`src/rtl/i2s_video_pkg.sv`:
```
// Shared types and pixel packing for the mono-8 I2S video link.
// Pixels are RGB888 in, 3-3-2 out, four per 32-bit word.
package i2s_video_pkg;

  localparam int PIX_PER_WORD = 4;

  typedef enum logic [1:0] {
    IDLE,
    STREAM,
    DONE
  } state_e;

  function automatic logic [7:0] pack332(
    input logic [23:0] px
  );
    return {px[23:21], px[15:13], px[7:6]};
  endfunction

  // p0 lands in [7:0]
  function automatic logic [31:0] pack_word(
    input logic [95:0] w
  );
    logic [31:0] r;
    r = '0;
    for (int i = 0; i < PIX_PER_WORD; i++)
      r[i*8 +: 8] = pack332(w[i*24 +: 24]);
    return r;
  endfunction

endpackage

```
`src/rtl/i2s_video_fifo.sv`:
```
// Synchronous first-word-fall-through FIFO.
// Pointers carry an extra wrap bit; pop on empty is ignored.
module i2s_video_fifo #(
  parameter int WIDTH = 32,
  parameter int DEPTH = 8
) (
  input  logic             mclk,
  input  logic             reset,
  input  logic             push,
  input  logic             pop,
  input  logic             flush,
  input  logic [WIDTH-1:0] din,
  output logic [WIDTH-1:0] dout,
  output logic             full,
  output logic             empty
);

  localparam int AW = $clog2(DEPTH);

  logic [WIDTH-1:0] mem [DEPTH];
  logic [AW:0]      wr_ptr;
  logic [AW:0]      rd_ptr;
  logic             do_push;
  logic             do_pop;

  assign empty = (wr_ptr == rd_ptr);
  assign full  = (wr_ptr[AW] != rd_ptr[AW]) &&
                 (wr_ptr[AW-1:0] == rd_ptr[AW-1:0]);

  assign do_pop  = pop & ~empty;
  assign do_push = push & (~full | do_pop);

  assign dout = mem[rd_ptr[AW-1:0]];

  always_ff @(posedge mclk) begin
    if (reset || flush) begin
      wr_ptr <= '0;
      rd_ptr <= '0;
    end else begin
      if (do_push)
        wr_ptr <= wr_ptr + 1'b1;
      if (do_pop)
        rd_ptr <= rd_ptr + 1'b1;
    end
  end

  always_ff @(posedge mclk) begin
    if (do_push && !flush)
      mem[wr_ptr[AW-1:0]] <= din;
  end

endmodule

```
`src/rtl/i2s_video_frame_ctrl.sv`:
```
// Frame scheduler between the pixel pipeline and the I2S serializer.
// Frames are admitted at v_sync edges when the ESP signals cts.
module i2s_video_frame_ctrl
  import i2s_video_pkg::*;
#(
  parameter int FIFO_DEPTH      = 8,
  parameter int WORDS_PER_FRAME = 19200,
  parameter int SYNC_STAGES     = 2
) (
  input  logic        mclk,
  input  logic        reset,
  input  logic        v_sync,
  input  logic        cts,
  input  logic        in_valid,
  input  logic [95:0] in_data,
  output logic        in_ready,
  output logic [31:0] ser_word,
  output logic        ser_valid,
  input  logic        ser_take,
  output logic        send_frame,
  output logic [15:0] frame_count,
  output logic        underflow,
  output logic        short_frame
);

  localparam int CW = $clog2(WORDS_PER_FRAME) + 1;

  state_e                 state;
  logic [SYNC_STAGES-1:0] vs_sync;
  logic [SYNC_STAGES-1:0] cts_sync;
  logic                   vs_d;
  logic                   vs_rise;
  logic                   cts_s;
  logic [CW-1:0]          word_cnt;
  logic                   ready_en;
  logic                   last_take;
  logic                   streaming;

  logic                   fifo_push;
  logic                   fifo_pop;
  logic                   fifo_flush;
  logic                   fifo_full;
  logic                   fifo_empty;
  logic [31:0]            fifo_dout;

  always_ff @(posedge mclk) begin
    if (reset) begin
      vs_sync  <= '0;
      cts_sync <= '0;
      vs_d     <= 1'b0;
    end else begin
      vs_sync  <= {vs_sync[SYNC_STAGES-2:0], v_sync};
      cts_sync <= {cts_sync[SYNC_STAGES-2:0], cts};
      vs_d     <= vs_sync[SYNC_STAGES-1];
    end
  end

  assign vs_rise = vs_sync[SYNC_STAGES-1] & ~vs_d;
  assign cts_s   = cts_sync[SYNC_STAGES-1];

  assign streaming = (state == STREAM);
  assign last_take = ser_take &&
                     (word_cnt == CW'(WORDS_PER_FRAME - 1));

  // Outside STREAM the input side drains freely into a held flush.
  assign in_ready   = ready_en & (~streaming | ~fifo_full);
  assign ser_valid  = streaming & ~fifo_empty;
  assign ser_word   = ser_valid ? fifo_dout : '0;
  assign fifo_flush = ~streaming | vs_rise;
  assign fifo_push  = streaming & ~vs_rise & in_valid & in_ready;
  assign fifo_pop   = streaming & ser_take;

  i2s_video_fifo #(
    .WIDTH (32),
    .DEPTH (FIFO_DEPTH)
  ) u_fifo (
    .mclk  (mclk),
    .reset (reset),
    .push  (fifo_push),
    .pop   (fifo_pop),
    .flush (fifo_flush),
    .din   (pack_word(in_data)),
    .dout  (fifo_dout),
    .full  (fifo_full),
    .empty (fifo_empty)
  );

  always_ff @(posedge mclk) begin
    if (reset) begin
      state       <= IDLE;
      send_frame  <= 1'b0;
      word_cnt    <= '0;
      frame_count <= '0;
      underflow   <= 1'b0;
      short_frame <= 1'b0;
      ready_en    <= 1'b0;
    end else begin
      ready_en <= 1'b1;
      unique case (state)
        IDLE, DONE: begin
          if (vs_rise) begin
            state      <= cts_s ? STREAM : IDLE;
            send_frame <= cts_s;
            word_cnt   <= '0;
          end
        end
        STREAM: begin
          if (ser_take) begin
            word_cnt <= word_cnt + 1'b1;
            if (fifo_empty)
              underflow <= 1'b1;
          end
          if (vs_rise) begin
            if (last_take)
              frame_count <= frame_count + 16'd1;
            else
              short_frame <= 1'b1;
            word_cnt   <= '0;
            state      <= cts_s ? STREAM : IDLE;
            send_frame <= cts_s;
          end else if (last_take) begin
            frame_count <= frame_count + 16'd1;
            word_cnt    <= '0;
            state       <= DONE;
            send_frame  <= 1'b0;
          end
        end
        default: begin
          state      <= IDLE;
          send_frame <= 1'b0;
        end
      endcase
    end
  end

endmodule

```
`config.mk`:
```
export PLATFORM = sky130hd
export DESIGN_NAME = i2s_video_frame_ctrl
export DESIGN_NICKNAME = d
export VERILOG_FILES = /design/src/rtl/i2s_video_pkg.sv /design/src/rtl/i2s_video_fifo.sv /design/src/rtl/i2s_video_frame_ctrl.sv
export SDC_FILE = /design/constraint.sdc
export NUM_CORES = 1
export LEC_CHECK = 0
export CAP_MARGIN = 0
export CORE_UTILIZATION = 48
export DETAILED_ROUTE_END_ITERATION = 10
export GPL_ROUTABILITY_DRIVEN = 0
export PLACE_DENSITY = 0.77
export SLEW_MARGIN = 30
export SYNTH_ARGS = -nofsm -noshare
export SYNTH_HDL_FRONTEND = slang
export SYNTH_SLANG_ARGS = --single-unit
```
`constraint.sdc`:
```
create_clock -name mclk -period 8 [get_ports mclk]
set_input_delay 1.6 -clock mclk [delete_from_list [all_inputs] [get_ports mclk]]
set_output_delay 1.6 -clock mclk [all_outputs]
set_load 0.02 [all_outputs]
```
# Word level (Yosys, flattened, before mapping)
# Memory sizes are Yosys's and may differ from the RTL's. A register that Yosys moved wholly into a read port is not among the register bits.
# Cells that the tools add are included.
totals:
  inputBits: 102
  mem_bits_rw: 256
  elab_cells: 77
  memories: 1
  ff_bits: 51
  output_inout_bits: 53
classes:
  bitwise_logic: 18
  n_eq_ne: 9
  addsub: 4
  n_mux: 20
  n_reduce_logical: 13
memory_table:
  columns: ["memory", "words", "word_bits", "read_ports", "rd_ports_with_merged_regs", "write_ports", "line_no", "source"]
  rows:
  - ["u_fifo.mem", 8, 32, 1, 1, 1, "i2s_video_fifo.sv:20", "logic [WIDTH-1:0] mem [DEPTH];"]
op_table:
  columns: ["op", "n"]
  rows:
  - ["two-way mux 16 bit", 4]
  - ["adder 16 x 1 -> 16 bit, second input constant", 2]
  - ["two-way mux 32 bit", 1]
  - ["one-hot mux 16 bit (2 select lines)", 1]
  - ["== test 16 x 15 -> 1 bit, second input constant", 1]
  - ["bitwise AND 1 bit", 9]
  - ["AND reduction 3 bit", 3]
  - ["adder 4 x 1 -> 4 bit, second input constant", 2]
  - ["two-way mux 1 bit", 7]
  - ["two-way mux 2 bit", 3]
  - ["two-way mux 3 bit", 2]
  - ["NOT 1 bit", 6]
  - ["== test 4 bit", 1]
  - ["!= test 4 bit, second input constant", 1]
  - ["one-hot mux 2 bit (2 select lines)", 1]
  - ["AND reduction 2 bit", 2]
  - ["== test 3 bit", 1]
  - ["logical AND 1 bit", 3]
  - ["!= test 3 bit, second input constant", 1]
  - ["OR 1 bit", 3]
  - ["== test 2 x 1 -> 1 bit, second input constant", 1]
  - ["== test 2 bit, second input constant", 1]
  - ["logical NOT 2 bit", 1]
  - ["!= test 2 bit, second input constant", 1]
  - ["6 further kinds", 6]

# Longest topological paths before layout
# Gate-level depths: netlist of run 1.
depth:
  depth_word: 10
  ltp_mapped: 7
  depth_no_buf: 5

# By module
# A second synthesis of run 1 with hierarchy kept.
hier_totals:
  cells_unflattened: 701
  hier_area_um2: 12383.1
modules_own_cells:
  columns: ["module", "cells_per_inst", "instances", "area_per_inst_um2", "seq_area_each_um2"]
  rows:
  - ["i2s_video_fifo", 457, 1, 10297.4, 7907.6]
  - ["i2s_video_frame_ctrl", 244, 1, 2085.8, 840.8]

# Least setup slack after synthesis of run 1
# OpenSTA, ideal clock, no wires.
synth_path:
  kind: "input port to flip-flop"
  startpoint: "in in_valid"
  endpoint: "mem u_fifo.mem[1][0] (enable)"
  path_stages: 4
  t_arrival_ps: 5463
  required_time_ps: 7487
  slack_ps: 2024
  path_buffers: 0
  setup_time_ps: 513
  path_cell_list: "nand2_1 nor3_1 nand2_1 nor4b_1"
synth_between:
  elab_chain_cells: 6
synth_rtl:
  columns: ["item", "line_no", "source"]
  rows:
  - ["start, declared", "i2s_video_frame_ctrl.sv:14", "input logic in_valid,"]
  - ["bitwise AND 1 bit (2 in a row)", "i2s_video_frame_ctrl.sv:70", "assign fifo_push = streaming & ~vs_rise & in_valid & in_ready;"]
  - ["bitwise AND 1 bit", "i2s_video_fifo.sv:31", "assign do_push = push & (~full | do_pop);"]
  - ["logical AND 1 bit", "i2s_video_fifo.sv:48", "if (do_push && !flush)"]
  - ["two-way mux 1 bit", "i2s_video_fifo.sv:48", null]
  - ["two-way mux 1 bit (not written as such)", "i2s_video_fifo.sv:49", "mem[wr_ptr[AW-1:0]] <= din;"]
  - ["end, declared", "i2s_video_fifo.sv:20", null]
# Every way passes these cells.

# Worst setup path in the final report of run 1
layout_path:
  startpoint: "reg u_fifo.wr_ptr[0]"
  endpoint: "out ser_word[21]"
layout_between:
  elab_chain_cells: 4
layout_rtl:
  columns: ["item", "line_no", "source"]
  rows:
  - ["start, declared", "i2s_video_fifo.sv:21", "logic [AW:0] wr_ptr;"]
  - ["start signal, assigned", "i2s_video_fifo.sv:41", "wr_ptr <= wr_ptr + 1'b1;"]
  - ["== test 4 bit", "i2s_video_fifo.sv:26", "assign empty = (wr_ptr == rd_ptr);"]
  - ["NOT 1 bit", "i2s_video_frame_ctrl.sv:67", "assign ser_valid = streaming & ~fifo_empty;"]
  - ["bitwise AND 1 bit", "i2s_video_frame_ctrl.sv:67", null]
  - ["two-way mux 32 bit", "i2s_video_frame_ctrl.sv:68", "assign ser_word = ser_valid ? fifo_dout : '0;"]
  - ["end, declared", "i2s_video_frame_ctrl.sv:17", "output logic [31:0] ser_word,"]
# Every way passes these cells.

==> results.sh, run 1 <==
export IMPL_rsz0062_at_grt="no"
export IMPL_antenna_found_initial=1
export IMPL_start_util_pct=48.8
export IMPL_path_cells="xnor2_1 > and4_1 > nand2b_2 > nor2_1 > clkdlybuf4s50_1"
export IMPL_power_density_mw_per_mm2=215
export IMPL_io_pins=155
export IMPL_portBuffers=90
export IMPL_maxCapViolations=0
export IMPL_vias_per_cell=5.80
export IMPL_crit_family="simple AND/OR/NAND/NOR gates"
export IMPL_startpoint_type="flop"
export IMPL_worst_path_buf_inv=1
export IMPL_drive_gt1_share_pct=16.9
export IMPL_cts_buffers=29
export IMPL_synthTopCellsByArea="edfxtp_1, mux4_2, dfxtp_1"
export IMPL_clk_latency_ps=560
export IMPL_grt_use_total_pct=18.7
export IMPL_die_width_um=162
export IMPL_synth_edf_count=256
export IMPL_min_path_type="flop to flop"
export IMPL_worst_r2r_endpoint="u_fifo.mem[7][20]$_DFFE_PP_"
export IMPL_synthesis_nets=814
export IMPL_grt_pass1_vias=6779
export IMPL_worstPathRequired_ps=6400
export IMPL_grt_max_degree=65
export IMPL_fin_crit_ps=5060
export IMPL_ys_flop_type="edfxtp_1"
export IMPL_critPathMaxFanout=33
export IMPL_cp_slowest_stage_delay_ps=680
export IMPL_syn_inst=708
export IMPL_grt_pass1_wl_um=37800
export IMPL_whs_ps=439
export IMPL_via_count=6715
export IMPL_post_cts_repair_setup_buffers=0
export IMPL_vdd_drop_max_uv=190
export IMPL_crit_slowest_cell="clkdlybuf4s50_1"
export IMPL_clock_path_buffers=3
export IMPL_final_setup_viol_count=0
export IMPL_clk_transition_reported_paths_ps=60
export IMPL_min_path_cells=1
export IMPL_cts_resized=0
export IMPL_cp_arrival_ps=3460
export IMPL_avgRoutedWirePerCell_um=20.8
export IMPL_hp_start="vs_sync[0]$_SDFF_PP0_"
export IMPL_cts_max_level=1
export IMPL_r2r_cells=5
export IMPL_nets=912
export IMPL_area_delta_synth_final_pct=18.4
export IMPL_slew_viol_final=0
export IMPL_totalPowerFinal_uw=3140
export IMPL_ys_async_sr_fraction_pct=0
export IMPL_cts_hold_buf=0
export IMPL_coreArea_sq_mm=0.0252
export IMPL_cts_tree="done"
export IMPL_worstMarginPinSlew_ps=939
export IMPL_whs_endpoint="vs_sync[1]$_SDFF_PP0_"
export IMPL_cts_sinks=309
export IMPL_netlist_area_leader_share_pct=62.5
export IMPL_status="completed"
export IMPL_cts_root_buf="clkbuf_16"
export IMPL_final_period_utilization_pct=63.3
export IMPL_worstSetupPathType="flop to output port"
export IMPL_ys_warn_count=0
export IMPL_drc=0
export IMPL_ys_ff_latch=309
export IMPL_overflow=0
export IMPL_dp_final_hpwl_um=13500
export IMPL_tns_ps=0
export IMPL_yosysUniqueCellTypes=48
export IMPL_dieArea_sq_mm=0.0263
export IMPL_yosys_area_top_type="edfxtp_1"
export IMPL_slew_limit_headroom_pct=37.4
export IMPL_r2r_start="state[0]$_SDFFE_PP0P_"
export IMPL_antenna_left=0
export IMPL_p_leak_uw=0.00436
export IMPL_syn_area_per_cell_sq_um=17.4
export IMPL_totalWireLength_um=24100
export IMPL_num_rows=58
export IMPL_max_freq_ghz=0.198
export IMPL_hold_violations=0
export IMPL_endpoint_kind="output port"
export IMPL_drt_iter0_markers=477
export IMPL_ys_seq_area_share_pct=71.1
export IMPL_drtPass1Iterations=4
export IMPL_die_h_um=162
export IMPL_synth_area_sq_mm=0.0123
export IMPL_finClkSkew_ps=17.7
export IMPL_rrSetupSlack_ps=5280
==> cell usage after synthesis (all sizes together) (2+ instances only) <==
| cell type | n |
|---|---|
| nand3 | 15 |
| a31oi | 2 |
| mux4 | 64 |
| a211oi | 9 |
| or4 | 13 |
| xor2 | 4 |
| or3 | 12 |
| nor4b | 2 |
| and4 | 7 |
| nand2 | 19 |
| or4bb | 2 |
| dfxtp | 53 |
| nand4 | 11 |
| o21ai | 15 |
| and3 | 4 |
| a21oi | 20 |
| inv | 10 |
| nor2b | 8 |
| edfxtp | 256 |
| and2 | 3 |
| nand2b | 5 |
| mux2i | 36 |
| nor2 | 37 |
| ha | 4 |
| buf | 17 |
| nor4 | 8 |
| clkbuf | 24 |
| o2111ai | 3 |
| o31ai | 12 |
| nor3 | 13 |
| xnor2 | 9 |
| o211ai | 2 |
==> report_power, final <==
part           switching [uW]  total (uW)  internal [uW]
clock                     560        1350            789
sequential               1.01        1740           1740
combinational            26.5        46.5           20.0
==> layer usage <==
layer	routed length (um)	share of wire, %	GRT usage (%)	up-vias
li1	-	-	-	3049
met1	9930	41	25.1	3414
met2	12300	51	32.2	219
met3	1420	5.9	3.12	33
met4	419	1.7	4.03	0
met5	0	0	0	-
==> cell type report <==
type,instances,area (sq um)
Inverter,10,37.5
Fill cell,1845,10600
Timing Repair Buffer,108,1040
Tap cell,330,413
Multi-Input combinational cell,348,3380
Clock inverter,12,145
Clock buffer,40,792
Sequential cell,309,8760
Antenna cell,1,2.50
==> how the worst max path moves through the flow <==
stage | start | depth (start not counted) | endpoint | slack [ps]
floorplan | in_valid | 4 | u_fifo.mem[1][0]$_DFFE_PP_ | 2020
global placement | flop | 5 | ser_word[4] | 3480
detailed placement | flop | 5 | ser_word[1] | 3460
CTS | flop | 5 | ser_word[21] | 2830
global route | flop | 5 | ser_word[21] | 2690
finish | u_fifo.wr_ptr[0]$_SDFFE_PP0P_ | 5 | ser_word[21] | 2940
==> worst register-to-register path, stage by stage (launching register included) <==
cell and delay [ps]:
dfxtp_1 520, nand2b_1 310, nor3_1 420, nand2_1 330, nor3_2 230, buf_4 500
==> state kept, by name, summed over array words and instances (netlist names), named ones only <==
register and cells:
cts_sync 2, vs_d 1, underflow 1, word_cnt 16, u_fifo.rd_ptr 4, vs_sync 2
state 2, u_fifo.mem 256, u_fifo.wr_ptr 4, short_frame 1, ready_en 1, frame_count 16
==> logic make-up (layout without fill, tap and decap cells) <==
| logic type | after synthesis | count (layout) | share of synthesized area, % |
|---|---|---|---|
| DFF | 309 | 309 | 71.1 |
| and+or+nand+nor | 162 | 162 | 7.38 |
| muxes | 101 | 101 | 14.7 |
| AOI/OAI and AO/OA | 68 | 68 | 3.61 |
| buffers and inverters | 51 | 170 | 1.81 |
| xor gates and xnor gates | 13 | 13 | 0.926 |
| adders and majority gates | 4 | 4 | 0.407 |
| other | 0 | 1 | 0 |
==> cell usage in the layout, fill, tap and decap left out, types with 12 or more instances in the layout <==
master and instances:
edfxtp_1 256, clkdlybuf4s50_1 90, mux4_2 64, dfxtp_1 50, nor2_1 37, mux2i_1 36
clkbuf_16 30, a21oi_1 20, nand2_1 18, buf_4 18, o21ai_0 15, nand3_1 14
or4_1 13, o31ai_1 12, or3_1 12
==> stage by stage <==
step	cell area, sq um	setup WS [ps]	cells	utilization (%)
2_1_floorplan	12300	2020	708	-
3_3_place_gp	13600	3480	1105	54.1
3_5_place_dp	13600	3460	1105	54.1
4_1_cts	14600	2830	1157	57.8
5_1_grt	14600	2690	1157	57.8
6_report	14600	2940	1158	57.8
Note: power is estimated with default switching activity, not from simulation.
==> run 2: changes to the inputs <==
PLACE_DENSITY = 0.79   (was 0.77)
clock period = 4.29 ns   (was 8 ns; I/O delays follow)
==> results.sh, run 2 (same netlist as run 1, synthesis figures left out) <==
export IMPL_status="completed"
export IMPL_antenna_left=0
export IMPL_finClkSkew_ps=17.4
export IMPL_drive_gt1_share_pct=16.5
export IMPL_hold_violations=0
export IMPL_cts_resized=0
export IMPL_switching_power_uw=1090
export IMPL_endpoint_kind="output port"
export IMPL_clk_latency_ps=560
export IMPL_power_density_mw_per_mm2=397
export IMPL_worstPathRequired_ps=3430
export IMPL_dieArea_sq_mm=0.0263
export IMPL_die_h_um=162
export IMPL_final_period_utilization_pct=96.0
export IMPL_totalPowerFinal_uw=5770
export IMPL_cp_arrival_ps=3260
export IMPL_nets=912
export IMPL_fin_crit_ps=4120
export IMPL_setup_slack_ps=173
export IMPL_cts_hold_buf=0
export IMPL_post_cts_repair_setup_buffers=0
export IMPL_dp_slack_ps=750
export IMPL_coreArea_sq_mm=0.0252
export IMPL_avgRoutedWirePerCell_um=20.4
export IMPL_p_leak_uw=0.00433
export IMPL_cts_max_level=1
export IMPL_dp_final_hpwl_um=13000
export IMPL_final_util_pct=57.8
export IMPL_totalWireLength_um=23700
export IMPL_overflow=0
export IMPL_start_util_pct=48.8
export IMPL_final_setup_viol_count=0
export IMPL_grt_pass1_vias=6571
export IMPL_slew_limit_headroom_pct=42.2
export IMPL_max_freq_ghz=0.243
export IMPL_area_delta_synth_final_pct=18.3
export IMPL_drc=0
export IMPL_antenna_found_initial=2
export IMPL_portBuffers=90
export IMPL_slew_viol_final=0
export IMPL_io_pins=155
export IMPL_clock_path_buffers=3
export IMPL_seq_power_share_pct=56.3
export IMPL_via_count=6637
export IMPL_worstMarginPinSlew_ps=860
export IMPL_cts_tree="done"
export IMPL_cts_buffers=30
export IMPL_maxCapViolations=0
export IMPL_rsz0062_at_grt="no"
export IMPL_cts_root_buf="clkbuf_16"
export IMPL_drtPass1Iterations=5
export IMPL_drt_iter0_markers=535
export IMPL_p_int_uw=4680
export IMPL_grt_use_total_pct=18.4
export IMPL_cts_sinks=309
export IMPL_netSwitchingFraction_pct=18.9
export IMPL_die_width_um=162
export IMPL_largest_register_ffs=256
export IMPL_grt_max_degree=41
export IMPL_comb_power_share_pct=1.5
export IMPL_layout_common_cells="edfxtp_1, clkdlybuf4s50_1, mux4_2, dfxtp_1, nor2_1"
export IMPL_vias_per_cell=5.74
export IMPL_min_path_type="flop to flop"
export IMPL_worstSetupPathType="flop to output port"
export IMPL_clk_transition_reported_paths_ps=60
export IMPL_grt_pass1_wl_um=36700
export IMPL_clkPwrFrac_pct=42.2
export IMPL_layout_commonest_cell="edfxtp_1"
export IMPL_vdd_drop_max_uv=307
export IMPL_critPathMaxFanout=22
export IMPL_num_fill_cells=1845
export IMPL_startpoint_type="flop"
export IMPL_num_rows=58
## run 2: power groups by stage
stage / registers (uW) / logic (uW) / clock network [uW]
2_1_floorplan: 3310 / 19.2 / 0
3_3_place_gp: 3310 / 82.8 / 0
3_5_place_dp: 3310 / 86.5 / 0
4_1_cts: 3250 / 87.3 / 2480
5_1_grt: 3250 / 94.6 / 2600
6_report: 3250 / 87.3 / 2440
## run 2: final cells by class
type                       instances  area, sq um  share of cell area [%]
antenna                            1         2.50                  0.0172
clock buffer                      39          785                    5.39
clock inverter                    13          120                   0.825
inverter                          10         37.5                   0.258
multi-input combinational        348         3390                    23.3
sequential                       309         8760                    60.2
tap                              330          413                    2.84
timing repair buffer             107         1050                    7.24
## run 2: layer usage
metal	global-route usage (%)	vias to the layer above	wire length, um
met5	0	-	11
met4	5.06	2	528
met3	3.27	38	1280
met2	31.6	184	12000
met1	24.0	3362	9840
li1	-	3051	-
## run 2: through the flow
stage                     hold WS [ps]  instance area (sq um)  setup TNS (ps)  instances
after floorplan                    414                  12300          -81680        708
after global placement             420                  13600               0       1104
after detailed placement           427                  13600               0       1104
after CTS                          441                  14600               0       1156
after global routing               462                  14600               0       1156
final                              439                  14600               0       1157
## run 2: path summary, 6_finish.rpt
| path | from | to | slack (ps) | depth (start not counted) |
|---|---|---|---|---|
| max reg2reg | state[0]$_SDFFE_PP0P_ | u_fifo.mem[1][14]$_DFFE_PP_ | 1600 | 5 |
| max | u_fifo.wr_ptr[0]$_SDFFE_PP0P_ | ser_word[6] | 170 | 6 |
| min reg2reg | cts_sync[0]$_SDFF_PP0_ | cts_sync[1]$_SDFF_PP0_ | 440 | 1 |
| min | cts_sync[0]$_SDFF_PP0_ | cts_sync[1]$_SDFF_PP0_ | 440 | 1 |
## run 2: worst max-delay path: stages, from the launching register on
cell,delay (ps)
dfxtp_1,610
xnor2_1,200
and4_1,270
nand2b_2,540
buf_4,370
nor2_1,120
clkdlybuf4s50_1,600
==> run 3: changes to the inputs <==
GPL_TIMING_DRIVEN = 1   (was not set)
==> results of run 3 <==
No change in the layout: final DEF, timing and power equal those of run 2.
